==> src/rtl/mesi_isc_fifo_reader.sv <==
// Two-entry skid reader between a show-ahead FIFO and a ready/valid consumer.
// Optional debug counters are compiled in with MESI_ISC_FIFO_READER_STATS_EN.
module mesi_isc_fifo_reader #(
    parameter int DATA_WIDTH = 32
) (
    input  logic                  clk,
    input  logic                  rst,
    input  logic [DATA_WIDTH-1:0] fifo_data_i,
    input  logic                  fifo_empty_i,
    output logic                  fifo_rd_o,
    input  logic                  enable_i,
    input  logic                  flush_i,
    output logic                  out_valid_o,
    output logic [DATA_WIDTH-1:0] out_data_o,
    input  logic                  out_ready_i,
    output logic [15:0]           dbg_rd_cnt_o,
    output logic [7:0]            dbg_drop_cnt_o
);

    typedef enum logic [1:0] {
        S0 = 2'd0,
        S1 = 2'd1,
        S2 = 2'd2
    } state_t;

    state_t                state_q, state_d;
    logic [DATA_WIDTH-1:0] buf0_q, buf0_d;
    logic [DATA_WIDTH-1:0] buf1_q, buf1_d;
    logic                  rd_s;
    logic                  pop_s;

    // Read never looks at out_ready_i: the second slot absorbs the pop latency.
    assign rd_s        = enable_i & ~fifo_empty_i & ~flush_i & (state_q != S2);
    assign fifo_rd_o   = rd_s;
    assign out_valid_o = (state_q != S0);
    assign out_data_o  = buf0_q;
    assign pop_s       = out_valid_o & out_ready_i;

    // State and entry registers.
    always_ff @(posedge clk or posedge rst) begin
        if (rst) begin
            state_q <= S0;
            buf0_q  <= '0;
            buf1_q  <= '0;
        end else begin
            state_q <= state_d;
            buf0_q  <= buf0_d;
            buf1_q  <= buf1_d;
        end
    end

    // Next-state and buffer update.
    always_comb begin
        state_d = state_q;
        buf0_d  = buf0_q;
        buf1_d  = buf1_q;
        if (flush_i) begin
            state_d = S0;
            buf0_d  = '0;
            buf1_d  = '0;
        end else begin
            case (state_q)
                S0: begin
                    if (rd_s) begin
                        state_d = S1;
                        buf0_d  = fifo_data_i;
                    end else begin
                        state_d = S0;
                    end
                end
                S1: begin
                    if (rd_s && pop_s) begin
                        buf0_d = fifo_data_i;
                    end else if (rd_s) begin
                        state_d = S2;
                        buf1_d  = fifo_data_i;
                    end else if (pop_s) begin
                        state_d = S0;
                    end else begin
                        state_d = S1;
                    end
                end
                S2: begin
                    if (pop_s) begin
                        state_d = S1;
                        buf0_d  = buf1_q;
                    end else begin
                        state_d = S2;
                    end
                end
                default: begin
                    state_d = S0;
                end
            endcase
        end
    end

`ifdef MESI_ISC_FIFO_READER_STATS_EN
    logic [15:0] dbg_rd_cnt_q, dbg_rd_cnt_d;
    logic [7:0]  dbg_drop_cnt_q, dbg_drop_cnt_d;
    logic [1:0]  drop_n_s;
    logic [8:0]  drop_sum_s;

    // Entries lost to a flush: occupancy minus the one delivered that cycle.
    always_comb begin
        drop_n_s = 2'd0;
        if (flush_i) begin
            case (state_q)
                S1:      drop_n_s = pop_s ? 2'd0 : 2'd1;
                S2:      drop_n_s = pop_s ? 2'd1 : 2'd2;
                default: drop_n_s = 2'd0;
            endcase
        end else begin
            drop_n_s = 2'd0;
        end
        drop_sum_s     = {1'b0, dbg_drop_cnt_q} + {7'd0, drop_n_s};
        dbg_drop_cnt_d = drop_sum_s[8] ? 8'hFF : drop_sum_s[7:0];
        dbg_rd_cnt_d   = rd_s ? (dbg_rd_cnt_q + 16'd1) : dbg_rd_cnt_q;
    end

    // Debug counter registers.
    always_ff @(posedge clk or posedge rst) begin
        if (rst) begin
            dbg_rd_cnt_q   <= 16'd0;
            dbg_drop_cnt_q <= 8'd0;
        end else begin
            dbg_rd_cnt_q   <= dbg_rd_cnt_d;
            dbg_drop_cnt_q <= dbg_drop_cnt_d;
        end
    end

    assign dbg_rd_cnt_o   = dbg_rd_cnt_q;
    assign dbg_drop_cnt_o = dbg_drop_cnt_q;
`else
    assign dbg_rd_cnt_o   = 16'd0;
    assign dbg_drop_cnt_o = 8'd0;
`endif

endmodule

==> config.mk <==
export PLATFORM = sky130hd
export DESIGN_NAME = mesi_isc_fifo_reader
export DESIGN_NICKNAME = d
export VERILOG_FILES = /design/src/rtl/mesi_isc_fifo_reader.sv
export SDC_FILE = /design/constraint.sdc
export NUM_CORES = 1
export LEC_CHECK = 0
export BUFFER_PORTS_ARGS = -buffer_cell sky130_fd_sc_hd__buf_2
export CORE_MARGIN = 4
export CORE_UTILIZATION = 45
export CTS_BUF_LIST = sky130_fd_sc_hd__clkbuf_16
export DETAILED_ROUTE_END_ITERATION = 7
export GPL_ROUTABILITY_DRIVEN = 0
export PLACE_DENSITY = 0.82
export SYNTH_ARGS = -nofsm -noshare
export SYNTH_HDL_FRONTEND = slang
export SYNTH_SLANG_ARGS = --single-unit
==> constraint.sdc <==
create_clock -name clk -period 2.12 [get_ports clk]
set_input_delay 0.106 -clock clk [delete_from_list [all_inputs] [get_ports clk]]
set_output_delay 0.106 -clock clk [all_outputs]
set_load 0.02 [all_outputs]
# After elaboration in Yosys (flattened, before gate mapping)
# Index checks and enable logic that the tools add are counted.
# totals
ff_bits	66
inputBits	38
output_inout_bits	58
wordCells	40
# classes
eq_ne	8
n_reduce_logical	8
n_mux	15
n_bitwise	6
# op_table
op	n
32-bit 2-to-1 mux	7
32-bit case mux with 3 select lines	1
3-bit != test, second input constant	4
2-bit 2-to-1 mux	4
2-bit case mux with 3 select lines	1
2-bit nonzero test	3
1-bit AND	4
2-bit != test, second input constant	2
4-bit AND reduction	1
4-bit nonzero test	1
3-bit AND reduction	1
2-bit by 1-bit equality test with 1-bit output, second input constant	1
2-bit equality test, second input constant	1
2-bit zero test	1
1-bit 2-to-1 mux	2
1-bit inverter	2
1-bit logical AND	1

# Depth between registers and ports, before layout
# Gate-level depths: netlist (run 1).
# depth
depth_word	8
mapped_depth	10

# Worst setup path after synthesis (run 1)
# No wires, ideal clock.
# synth_path
path_kind	reg-to-reg
from	register state_q[0]
to	register buf0_q[12], in the netlist out_data_o[12]
setup_slack_ns	-0.036
path_stages_with_launch	11
required_time_ns	1.992
synth_period_minus_slack_ns	2.156
n_path_buf	4
arrival_ns	2.028
cell_sequence	dfrtp_1 > inv_1 > ha_1 > buf_6 > or4b_1 > buf_2 > a21oi_4 > or2_1 > buf_4 > buf_6 > a21oi_1
# synth_between
elab_chain_len	5
# synth_rtl
element	line	text
start, declared	26	state_t state_q, state_d;
start signal, assigned	46	state_q <= state_d;
2-bit != test or 2-bit nonzero test (tied branches)	33, 35	
1-bit AND, on equally long branches	33, 37	
1-bit logical AND	72	if (rd_s && pop_s) begin
3-bit != test (no line)	n/a	
4-bit AND reduction (no line)	n/a	
end signal, assigned	47	buf0_q <= buf0_d;
end, declared	27	logic [DATA_WIDTH-1:0] buf0_q, buf0_d;
# Parallel ways exist; a longest one is shown, timed or not.
# A chain may end at the register's enable or synchronous reset.

# Worst setup path in the final report (run 1)
# layout_path
from	register state_q[0]
to	register buf0_q[21], in the netlist out_data_o[21]
# The elaborated chain is that of the path after synthesis.

==> results of run 1 <==
==> cells in the final DEF, fill, tap and decap left out, types with 2 or more instances in the layout <==
master / count
sky130_fd_sc_hd__dfrtp_1: 66
sky130_fd_sc_hd__o21ai_0: 33
sky130_fd_sc_hd__nor3_1: 2
sky130_fd_sc_hd__buf_12: 4
sky130_fd_sc_hd__o31ai_1: 16
sky130_fd_sc_hd__ha_1: 3
sky130_fd_sc_hd__nor2_1: 2
sky130_fd_sc_hd__clkbuf_16: 9
sky130_fd_sc_hd__buf_4: 12
sky130_fd_sc_hd__nand2b_1: 2
sky130_fd_sc_hd__bufinv_16: 2
sky130_fd_sc_hd__a21oi_1: 19
sky130_fd_sc_hd__buf_2: 71
sky130_fd_sc_hd__nor2b_1: 3
sky130_fd_sc_hd__o2bb2ai_1: 16
sky130_fd_sc_hd__mux2i_1: 33
sky130_fd_sc_hd__clkinv_2: 2
sky130_fd_sc_hd__conb_1: 24
sky130_fd_sc_hd__clkinvlp_4: 2
sky130_fd_sc_hd__nand2_1: 68
sky130_fd_sc_hd__inv_1: 6
==> stage by stage <==
step / hold slack, ps / total power (uW) / setup TNS, ps / worst slack, ps / instance area [um2]
floorplan: 251 / 1780 / 0 / 22.4 / 3390
global placement: 191 / 1910 / 0 / 46.4 / 3740
detailed placement: 208 / 1930 / -926 / -52.2 / 3740
CTS: 33.4 / 3510 / 0 / 30.9 / 4080
global route: 42.0 / 3650 / 0 / 27.9 / 4090
finish: 38.2 / 3490 / 0 / 123 / 4090
==> power by group through the flow <==
stage	Sequential [uW]	Combinational (uW)	Clock (uW)
after global routing	1430	546	1670
final	1420	494	1580
after CTS	1420	496	1600
after global placement	1430	477	0
after floorplan	1480	297	0
after detailed placement	1440	492	0
==> worst max path at each step <==
stage                from        endpoint  slack (ps)  cells after the start
6_report       state_q[0]  out_data_o[21]         120                      7
5_1_grt        state_q[0]  out_data_o[11]          30                      7
4_1_cts        state_q[0]  out_data_o[13]          30                      7
3_5_place_dp   state_q[0]  out_data_o[26]         -50                      7
3_3_place_gp   state_q[0]  out_data_o[24]          50                      7
2_1_floorplan  state_q[0]  out_data_o[12]          20                     10
==> timing repair <==
action                                  4_1_cts  5_1_grt
resized for setup                             0        1
pin swaps                                     0        1
setup buffers                                 1        1
endpoints found under the hold margin        26        0
hold buffers                                  1        0
endpoints found under the setup margin       32       32
==> final cells by class <==
class                      instances  share of cell area, %
sequential                        66                   40.4
multi-input combinational        232                   35.1
timing repair buffer              88                   13.1
clock buffer                       9                   5.51
tap                               96                   2.94
clock inverter                     7                   2.30
inverter                           7                  0.643
==> routing by layer <==
layer,up-vias,global-route usage [%]
li1,1245,-
met1,1241,23.9
met2,88,28.6
met3,20,3.46
met4,0,10.1
met5,-,0
==> kinds of logic (layout without fill, tap and decap cells) <==
kind of cell,after synthesis,in the layout
compound gates,89,89
simple gates,82,82
flops,66,66
buf+inv,55,111
mux,33,33
fa+ha+maj,4,4
other cells,1,24
==> worst reg2reg max path, stage by stage, from the launching register on <==
cell and delay [ps]:
sky130_fd_sc_hd__dfrtp_1 400, sky130_fd_sc_hd__inv_1 80, sky130_fd_sc_hd__ha_2 210, sky130_fd_sc_hd__or4b_4 540
sky130_fd_sc_hd__a21oi_4 200, sky130_fd_sc_hd__or2_1 130, sky130_fd_sc_hd__buf_4 210, sky130_fd_sc_hd__a21oi_1 100
==> registers in the layout (all words and copies together), names as in the netlist <==
name,count
out_data_o,32
state_q,2
buf1_q,32
==> flow_metrics.tcl, run 1 <==
set metrics [dict create \
    synth_top_cell_by_area "sky130_fd_sc_hd__dfrtp_1" \
    finalCriticalPeriod_ps 2000 \
    totalWireLength_um 7630 \
    y_dimension_of_the_die_um 93.6 \
    post_synth_edffs 0 \
    wire_per_inst_um 15.1 \
    routed-wl-met2_um 3720 \
    length_in_cells_of_the_worst_reg_to_reg_path 7 \
    seq_area_mm2 0.00165 \
    share_of_the_synthesized_netlist_area_taken_by_xor_and_xnor_gates_pct 0 \
    yosys-top-cells-count "sky130_fd_sc_hd__nand2_1 (68), sky130_fd_sc_hd__dfrtp_1 (66), sky130_fd_sc_hd__mux2i_1 (33), sky130_fd_sc_hd__o21ai_0 (33), sky130_fd_sc_hd__buf_4 (26)" \
    cts_made_buffers 9 \
    drt.antenna.violating_nets 0 \
    clkSlewWorstSetupHoldPaths_ps 60 \
    yosys-top-cells-area "sky130_fd_sc_hd__dfrtp_1 (50%), sky130_fd_sc_hd__mux2i_1 (10%), sky130_fd_sc_hd__nand2_1 (7.7%), sky130_fd_sc_hd__buf_4 (5.9%), sky130_fd_sc_hd__o21ai_0 (5.0%)" \
    ir_worst_vdd_mv 0.481 \
    path_delay_family "simple AND/OR/NAND/NOR gates" \
    synth.lib_cells_used.distinct 28 \
    first_global_vias 2566 \
    criticalPathCategory "register to register" \
    cellLeakagePower_uw 0.00199 \
    die-width_um 93.6 \
    p_switching_uw 927 \
    dp_cells 486 \
    count_leader_synth "sky130_fd_sc_hd__nand2_1" \
    peak_fanout_along_the_critical_path 16 \
    final_non_filler_cells 505 \
    synthesis.area_per_instance_um2 9.99 \
    maxClockFrequency_mhz 501 \
    worstHoldPathCells 3 \
    path_buf_inv 2 \
    cts_tree "built" \
    cpPeakStageDelay_ps 540 \
    cp-end-kind "register" \
    yosys-mux-area-fraction_pct 10.0 \
    run_status "finished, final reports clean" \
    cts_htree_levels 3 \
    cp_slowest_cell "sky130_fd_sc_hd__or4b_4" \
    wl_met3_um 442 \
    multiInputGateArea_mm2 0.00143 \
    die_area_mm2 0.00876 \
    timing.max_cap.violations 0 \
    layout-drive-gt1-share_pct 27.1 \
    cell_internal_pwr_uw 2560 \
    highest-signal-layer "met4" \
    final_hold_viol_count 0 \
    dp.final_hpwl_um 5320 \
    coreArea_mm2 0.00694 \
    max_slew.worst_pin.slew_ps 588 \
    dr.first_iter.drc_count 179 \
    critPathArrivalTime_ps 2200 \
    antennaDiodeCount 0 \
    insertion_delay_to_the_later_sink_of_the_worst_skew_pair_ps 330 \
    clock_tree_buffer_depth 2 \
    io_pins 96 \
    port_buffers 71 \
    synth_compound_gate_area_share_pct 17.5 \
    cp_cell_sequence "inv_1, ha_2, or4b_4, a21oi_4, or2_1, buf_4, a21oi_1" \
    postLayoutCoreUtil_pct 58.8 \
    sw_frac_of_total_pct 26.6 \
    synth_top_flop_cell "sky130_fd_sc_hd__dfrtp_1" \
    antenna_found_initial 0 \
    worstPathRequired_ps 2320 \
    yosysSeqAreaShare_pct 50.1 \
    grt_first_pass_wirelength_um 12500 \
    clk_network_pwr_share_pct 45.2 \
    std_cell_rows 30 \
    timing.hold.worst_endpoint "buf1_q[12]" \
    setup.worst_path.start_class "register" \
    regToRegStartpoint "state_q[0]" \
    drt_first_pass_iters 4 \
    share_seq_of_total_power_pct 40.6 \
    unrepaired_setup_endpoints_after_global_routing "false" \
    share_comb_of_total_power_pct 14.2 \
    synthSimpleGateAreaFrac_pct 10.7 \
    number_of_filler_instances_in_the_final_layout 584 \
    route.vias.total 2594 \
    global_route_overflow 0 \
    syn-cell-area_mm2 0.00330 \
    clkSinkCount 66 \
    main_combinational_cell_family_by_area_after_synthesis "compound AO/OA/AOI/OAI gates" \
    cts_root_buf "sky130_fd_sc_hd__clkbuf_16" \
    track_usage_pct 18.3 \
    postSynthRegisterBits 66 \
    worst-r2r-setup-slack_ps 120 \
    finalMaxSlewViolations 0 \
    detail_route.wirelength.met1_um 3250 \
    class_of_the_tightest_hold_or_removal_check "primary input to register" \
    synth_largest_type_area_fraction_pct 50.1 \
    fin_nets 446 \
    adder_cell_share_of_the_synthesized_area_pct 1.52 \
    holdCritStartpoint "fifo_data_i[12]" \
    power-per-cell-area_mw_per_mm2 853 \
    fin_crit_sh_pct 94.2 \
    relSlewSlack_pct 60.8 \
    route.detailed.drc 0 \
    post_synth_inst_count 330 \
    grt_max_degree 41 \
    area.growth.synth_to_final_pct 24.0 \
    postSynth.asyncResetShare_pct 100 \
    floorplan.initialDensity_pct 47.5 \
    drt-vias-per-instance 5.14 \
    r2r_end "out_data_o[21]" \
    report.final.setup_viol 0 \
    clock_skew_ps 4.89 \
    yosysWarnings 0 \
]
Power figures use the tool's default switching activity.
==> run 2: changes to the inputs <==
==> constraint.sdc (replaced) <==
create_clock -name clk -period 2.12 [get_ports clk]
set_input_delay 0.424 -clock clk [delete_from_list [all_inputs] [get_ports clk]]
set_output_delay 0.424 -clock clk [all_outputs]
set_load 0.02 [all_outputs]
==> run 2 against run 1 <==
  * Combinational power up 2%
  * Critical path depth is 2 lower
  * Worst hold slack improved by 130 ps
  * Flip-flop and latch count stayed put
  * Sequential share of layout area is 0.16 points higher
  * Non-clock buffer count up 2
  * Total power decreased by 5.5%
  * Design area fell by 0.40%
  * First-iteration DRC count rose by 3.4%
  * Die area is the same
  * Largest cell class unchanged
  * Largest power group is now registers
  * Highest routed layer unchanged
==> flow_metrics.tcl, run 2 (synthesis gave the netlist of run 1 again) <==
set metrics [dict create \
    run_status "finished, final reports clean" \
    grt_max_degree 41 \
    finalMaxSlewViolations 0 \
    cp-end-kind "primary output" \
    ir_worst_vdd_mv 0.377 \
    worstPathRequired_ps 1700 \
    dr.first_iter.drc_count 185 \
    power-per-cell-area_mw_per_mm2 810 \
    cellLeakagePower_uw 0.00199 \
    die-width_um 93.6 \
    worst_path_most_repeated_cell "sky130_fd_sc_hd__inv_2" \
    share_seq_of_total_power_pct 43.0 \
    drt.antenna.violating_nets 0 \
    criticalPathCategory "register to primary output" \
    grt_first_pass_wirelength_um 12500 \
    port_buffers 71 \
    clkSinkCount 66 \
    clkSlewWorstSetupHoldPaths_ps 50 \
    y_dimension_of_the_die_um 93.6 \
    die_area_mm2 0.00876 \
    fin_ws_ps 40.1 \
    p_switching_uw 868 \
    track_usage_pct 18.0 \
    relSlewSlack_pct 66.0 \
    share_comb_of_total_power_pct 15.3 \
    cp_cell_sequence "inv_2, ha_4, or4b_4, inv_2, buf_6" \
    cts_root_buf "sky130_fd_sc_hd__clkbuf_16" \
    layout-drive-gt1-share_pct 28.3 \
    maxClockFrequency_mhz 481 \
    number_of_filler_instances_in_the_final_layout 579 \
    cts_tree "built" \
    insertion_delay_to_the_later_sink_of_the_worst_skew_pair_ps 310 \
    layout.cells.most_common "sky130_fd_sc_hd__buf_2" \
    clk_network_pwr_share_pct 41.7 \
    route.detailed.drc 0 \
    cts_htree_levels 3 \
    route.vias.total 2550 \
    area.growth.synth_to_final_pct 23.5 \
    global_route_overflow 0 \
    class_of_the_tightest_hold_or_removal_check "primary input to async pin" \
    placed_cell_area_mm2 0.00373 \
    std_cell_rows 30 \
    totalWireLength_um 7560 \
    critPathArrivalTime_ps 1660 \
    clock_skew_ps 4.38 \
    wire_per_inst_um 14.9 \
    max_slew.worst_pin.slew_ps 510 \
    antenna_found_initial 0 \
    drt_first_pass_iters 4 \
    post-place-ws_ps 39.1 \
    cpPeakStageDelay_ps 540 \
    setup.worst_path.start_class "register" \
    sw_frac_of_total_pct 26.3 \
    finalCriticalPeriod_ps 2080 \
    path_delay_family "simple AND/OR/NAND/NOR gates" \
    fin_nets 448 \
    dp.final_hpwl_um 5250 \
    peak_fanout_along_the_critical_path 4 \
    cp_slowest_cell "sky130_fd_sc_hd__or4b_4" \
    design_area_mm2 0.00407 \
    final_hold_viol_count 0 \
    report.final.setup_viol 0 \
    antennaDiodeCount 0 \
    fin_crit_sh_pct 98.1 \
    postLayoutCoreUtil_pct 58.6 \
    floorplan.initialDensity_pct 47.5 \
    timing.max_cap.violations 0 \
    cts_made_buffers 9 \
    io_pins 96 \
    drt-vias-per-instance 5.04 \
    cell_internal_pwr_uw 2430 \
    first_global_vias 2623 \
    coreArea_mm2 0.00694 \
    path_buf_inv 3 \
    most-common-layout-cells "sky130_fd_sc_hd__buf_2 (70), sky130_fd_sc_hd__nand2_1 (68), sky130_fd_sc_hd__dfrtp_1 (66)" \
    clock_tree_buffer_depth 2 \
]
run 2: final timing paths:
check / from / to / slack, ps / cells after the start
setup / recovery: state_q[0] / fifo_rd_o / 40 / 5
hold reg to reg: buf1_q[20] / buf1_q[20] / 480 / 2
max in group asynchronous: rst / buf1_q[17] / 1520 / 3
min in group clk: fifo_data_i[26] / buf1_q[26] / 370 / 3
hold / removal: rst / buf1_q[1] / 170 / 3
setup reg to reg: state_q[0] / out_data_o[1] / 130 / 8
run 2: final cells by class:
cell class	instances	area (um2)	share of cell area, %
clock buffer	9	225	5.53
sequential	66	1650	40.6
timing repair buffer	90	542	13.3
tap	96	120	2.95
inverter	7	26.3	0.646
clock inverter	6	51.3	1.26
multi-input combinational	232	1450	35.7
run 2: layer usage:
| layer | wire [um] | track usage, % | up-vias | part of all wire, % |
|---|---|---|---|---|
| met5 | 0 | 0 | - | 0 |
| li1 | - | - | 1248 | - |
| met2 | 3850 | 30.4 | 61 | 51 |
| met4 | 64 | 6.98 | 0 | 0.85 |
| met3 | 324 | 3.38 | 4 | 4.3 |
| met1 | 3320 | 22.9 | 1237 | 44 |
run 2: worst register-to-register path, stage by stage (launching register included):
cell	delay [ps]
sky130_fd_sc_hd__dfrtp_1	370
sky130_fd_sc_hd__inv_2	70
sky130_fd_sc_hd__ha_4	160
sky130_fd_sc_hd__or4b_4	540
sky130_fd_sc_hd__buf_4	170
sky130_fd_sc_hd__a21oi_1	150
sky130_fd_sc_hd__o221ai_2	140
sky130_fd_sc_hd__buf_12	170
sky130_fd_sc_hd__o2bb2ai_1	150
run 2: what timing repair did:
item                       CTS  global route
setup endpoints to repair    1            19
resized for setup            3             7
hold buffers                 0             0
pin swaps                    0             1
buffers inserted             2             2
run 2: power by group through the flow:
stage / Clock (uW) / Combinational [uW] / Sequential (uW)
after floorplan: 0 / 297 / 1480
after global placement: 0 / 479 / 1430
after detailed placement: 0 / 493 / 1440
after CTS: 1410 / 500 / 1420
after global routing: 1460 / 559 / 1430
final: 1370 / 504 / 1420
run 2: through the flow:
step,std cells,hold slack (ps),TNS (ps),total power (uW)
after detailed placement,487,470,0,1930
after CTS,504,174,0,3320
final,506,167,0,3300
after floorplan,353,450,0,1780
after global placement,487,461,0,1910
after global routing,506,211,-17.0,3450
==> run 3: changes to the inputs <==
RECOVER_POWER = 50   (was unset)
==> run 3 against run 2 <==
  * Maximum frequency about the same
  * Setup slack about the same
  * Flip-flop and latch count unchanged
  * Via count increased by 0.90%
  * Critical path depth unchanged
  * Combinational power decreased by 2%
  * Total power decreased by 0.36%
  * Clock power about the same
==> flow_metrics.tcl, run 3 (synthesis gave the netlist of run 1 again) <==
set metrics [dict create \
    wire_per_inst_um 14.9 \
    std_cell_rows 30 \
    cellLeakagePower_uw 0.00192 \
    layout-drive-gt1-share_pct 23.9 \
    p_switching_uw 864 \
    most-common-layout-cells "sky130_fd_sc_hd__nand2_1 (68), sky130_fd_sc_hd__dfrtp_1 (66), sky130_fd_sc_hd__buf_2 (54)" \
    drt-vias-per-instance 5.08 \
    insertion_delay_to_the_later_sink_of_the_worst_skew_pair_ps 310 \
    first_global_vias 2623 \
    cell_internal_pwr_uw 2420 \
    cts_root_buf "sky130_fd_sc_hd__clkbuf_16" \
    criticalPathCategory "register to primary output" \
    route.vias.total 2573 \
    drt_first_pass_iters 7 \
    die_area_mm2 0.00876 \
    report.final.setup_viol 0 \
    length_in_cells_of_the_worst_reg_to_reg_path 8 \
    coreArea_mm2 0.00694 \
    io_pins 96 \
    route.detailed.drc 0 \
    worstPathRequired_ps 1700 \
    cp-end-kind "primary output" \
    use_met2_pct 30.4 \
    share_comb_of_total_power_pct 15.1 \
    r2r_end "out_data_o[1]" \
    setup.worst_path.start "state_q[0]" \
    finalCriticalPeriod_ps 2080 \
    setup.worst_path.start_class "register" \
    number_of_filler_instances_in_the_final_layout 594 \
    max_slew.worst_pin.slew_ps 1380 \
    grt_util_met1_pct 22.9 \
    clock_skew_ps 3.95 \
    final_hold_viol_count 0 \
    global_route_overflow 0 \
    port_buffers 71 \
    antennaDiodeCount 0 \
    layout.cells.most_common "sky130_fd_sc_hd__nand2_1" \
    area.growth.synth_to_final_pct 22.7 \
    fin_total_pwr_uw 3280 \
    fin_crit_sh_pct 98.1 \
    multiInputGateArea_mm2 0.00145 \
    track_usage_pct 18.0 \
    antenna_found_initial 0 \
    grt_first_pass_wirelength_um 12500 \
    run_status "finished, final reports clean" \
    sw_frac_of_total_pct 26.3 \
    clkSinkCount 66 \
    relSlewSlack_pct 8.23 \
    cts_made_buffers 9 \
    clkSlewWorstSetupHoldPaths_ps 50 \
    y_dimension_of_the_die_um 93.6 \
    peak_fanout_along_the_critical_path 4 \
    floorplan.initialDensity_pct 47.5 \
    critPathArrivalTime_ps 1660 \
    fin_nets 448 \
    power-per-cell-area_mw_per_mm2 812 \
    worst-r2r-setup-slack_ps 130 \
    regToRegStartpoint "state_q[0]" \
    die-width_um 93.6 \
    drt.antenna.violating_nets 0 \
    dp.final_hpwl_um 5250 \
    totalWireLength_um 7540 \
    gr-usage-met3_pct 3.38 \
    ir_worst_vdd_mv 0.377 \
    clk_network_pwr_share_pct 41.7 \
    dr.first_iter.drc_count 168 \
    grt_max_degree 41 \
    cts_htree_levels 3 \
    timing.max_cap.violations 0 \
    finalMaxSlewViolations 0 \
    cts_tree "built" \
    seq_area_mm2 0.00165 \
    share_seq_of_total_power_pct 43.2 \
    maxClockFrequency_mhz 481 \
    clock_tree_buffer_depth 2 \
    class_of_the_tightest_hold_or_removal_check "primary input to register" \
    postLayoutCoreUtil_pct 58.2 \
    global_route.peak_usage_layer "met2" \
    setup.worst_path.end "fifo_rd_o" \
]
-- run 3: power groups by stage --
stage	Combinational [uW]	Clock (uW)	Sequential (uW)
4_1_cts	500	1410	1420
5_1_grt	551	1460	1430
3_5_place_dp	493	0	1440
3_3_place_gp	479	0	1430
6_report	495	1370	1420
2_1_floorplan	297	0	1480
-- run 3: timing repair --
action | in CTS | in global routing
pin swaps | 0 | 1
setup buffers | 2 | 2
hold buffers | 0 | 0
endpoints found under the setup margin | 1 | 19
resized for setup | 3 | 7
-- run 3: worst min-delay path by stage --
stage,startpoint,to,slack (ps),depth (start not counted)
6_report,fifo_data_i[26],buf1_q[26],370,3
5_1_grt,fifo_data_i[27],buf1_q[27],370,3
4_1_cts,rst,buf1_q[1],170,3
3_5_place_dp,buf1_q[26],buf1_q[26],470,2
3_3_place_gp,buf1_q[11],buf1_q[11],460,2
2_1_floorplan,buf1_q[0],buf1_q[0],450,2
-- run 3: cell type report --
class                           count  area share (%)
Clock buffer                        9            5.57
Clock inverter                      6            1.27
Inverter                            7           0.650
Multi-Input combinational cell    232            36.0
Sequential cell                    66            40.8
Tap cell                           96            2.97
Timing Repair Buffer               90            12.7
-- run 3: per-stage QoR --
step	hold slack [ps]	instances	instance area, um2	setup TNS (ps)	worst slack, ps
after floorplan	450	353	3390	0	22.4
after global placement	461	487	3730	0	157
after detailed placement	470	487	3730	0	39.1
after CTS	174	504	4030	0	13.0
after global routing	366	506	4040	-17.0	-17.0
final	371	506	4040	0	40.3
-- run 3: routing by layer --
| metal | part of all wire [%] | up-vias |
|---|---|---|
| met1 | 44 | 1256 |
| li1 | - | 1248 |
| met2 | 51 | 65 |
| met4 | 0.85 | 0 |
| met3 | 4.3 | 4 |
| met5 | 0 | - |
-- run 3: worst max-delay path, cell delays in order (launching register included) --
cell                      delay [ps]
sky130_fd_sc_hd__dfrtp_1         370
sky130_fd_sc_hd__inv_2            70
sky130_fd_sc_hd__ha_4            160
sky130_fd_sc_hd__or4b_4          540
sky130_fd_sc_hd__inv_2            90
sky130_fd_sc_hd__buf_6           110
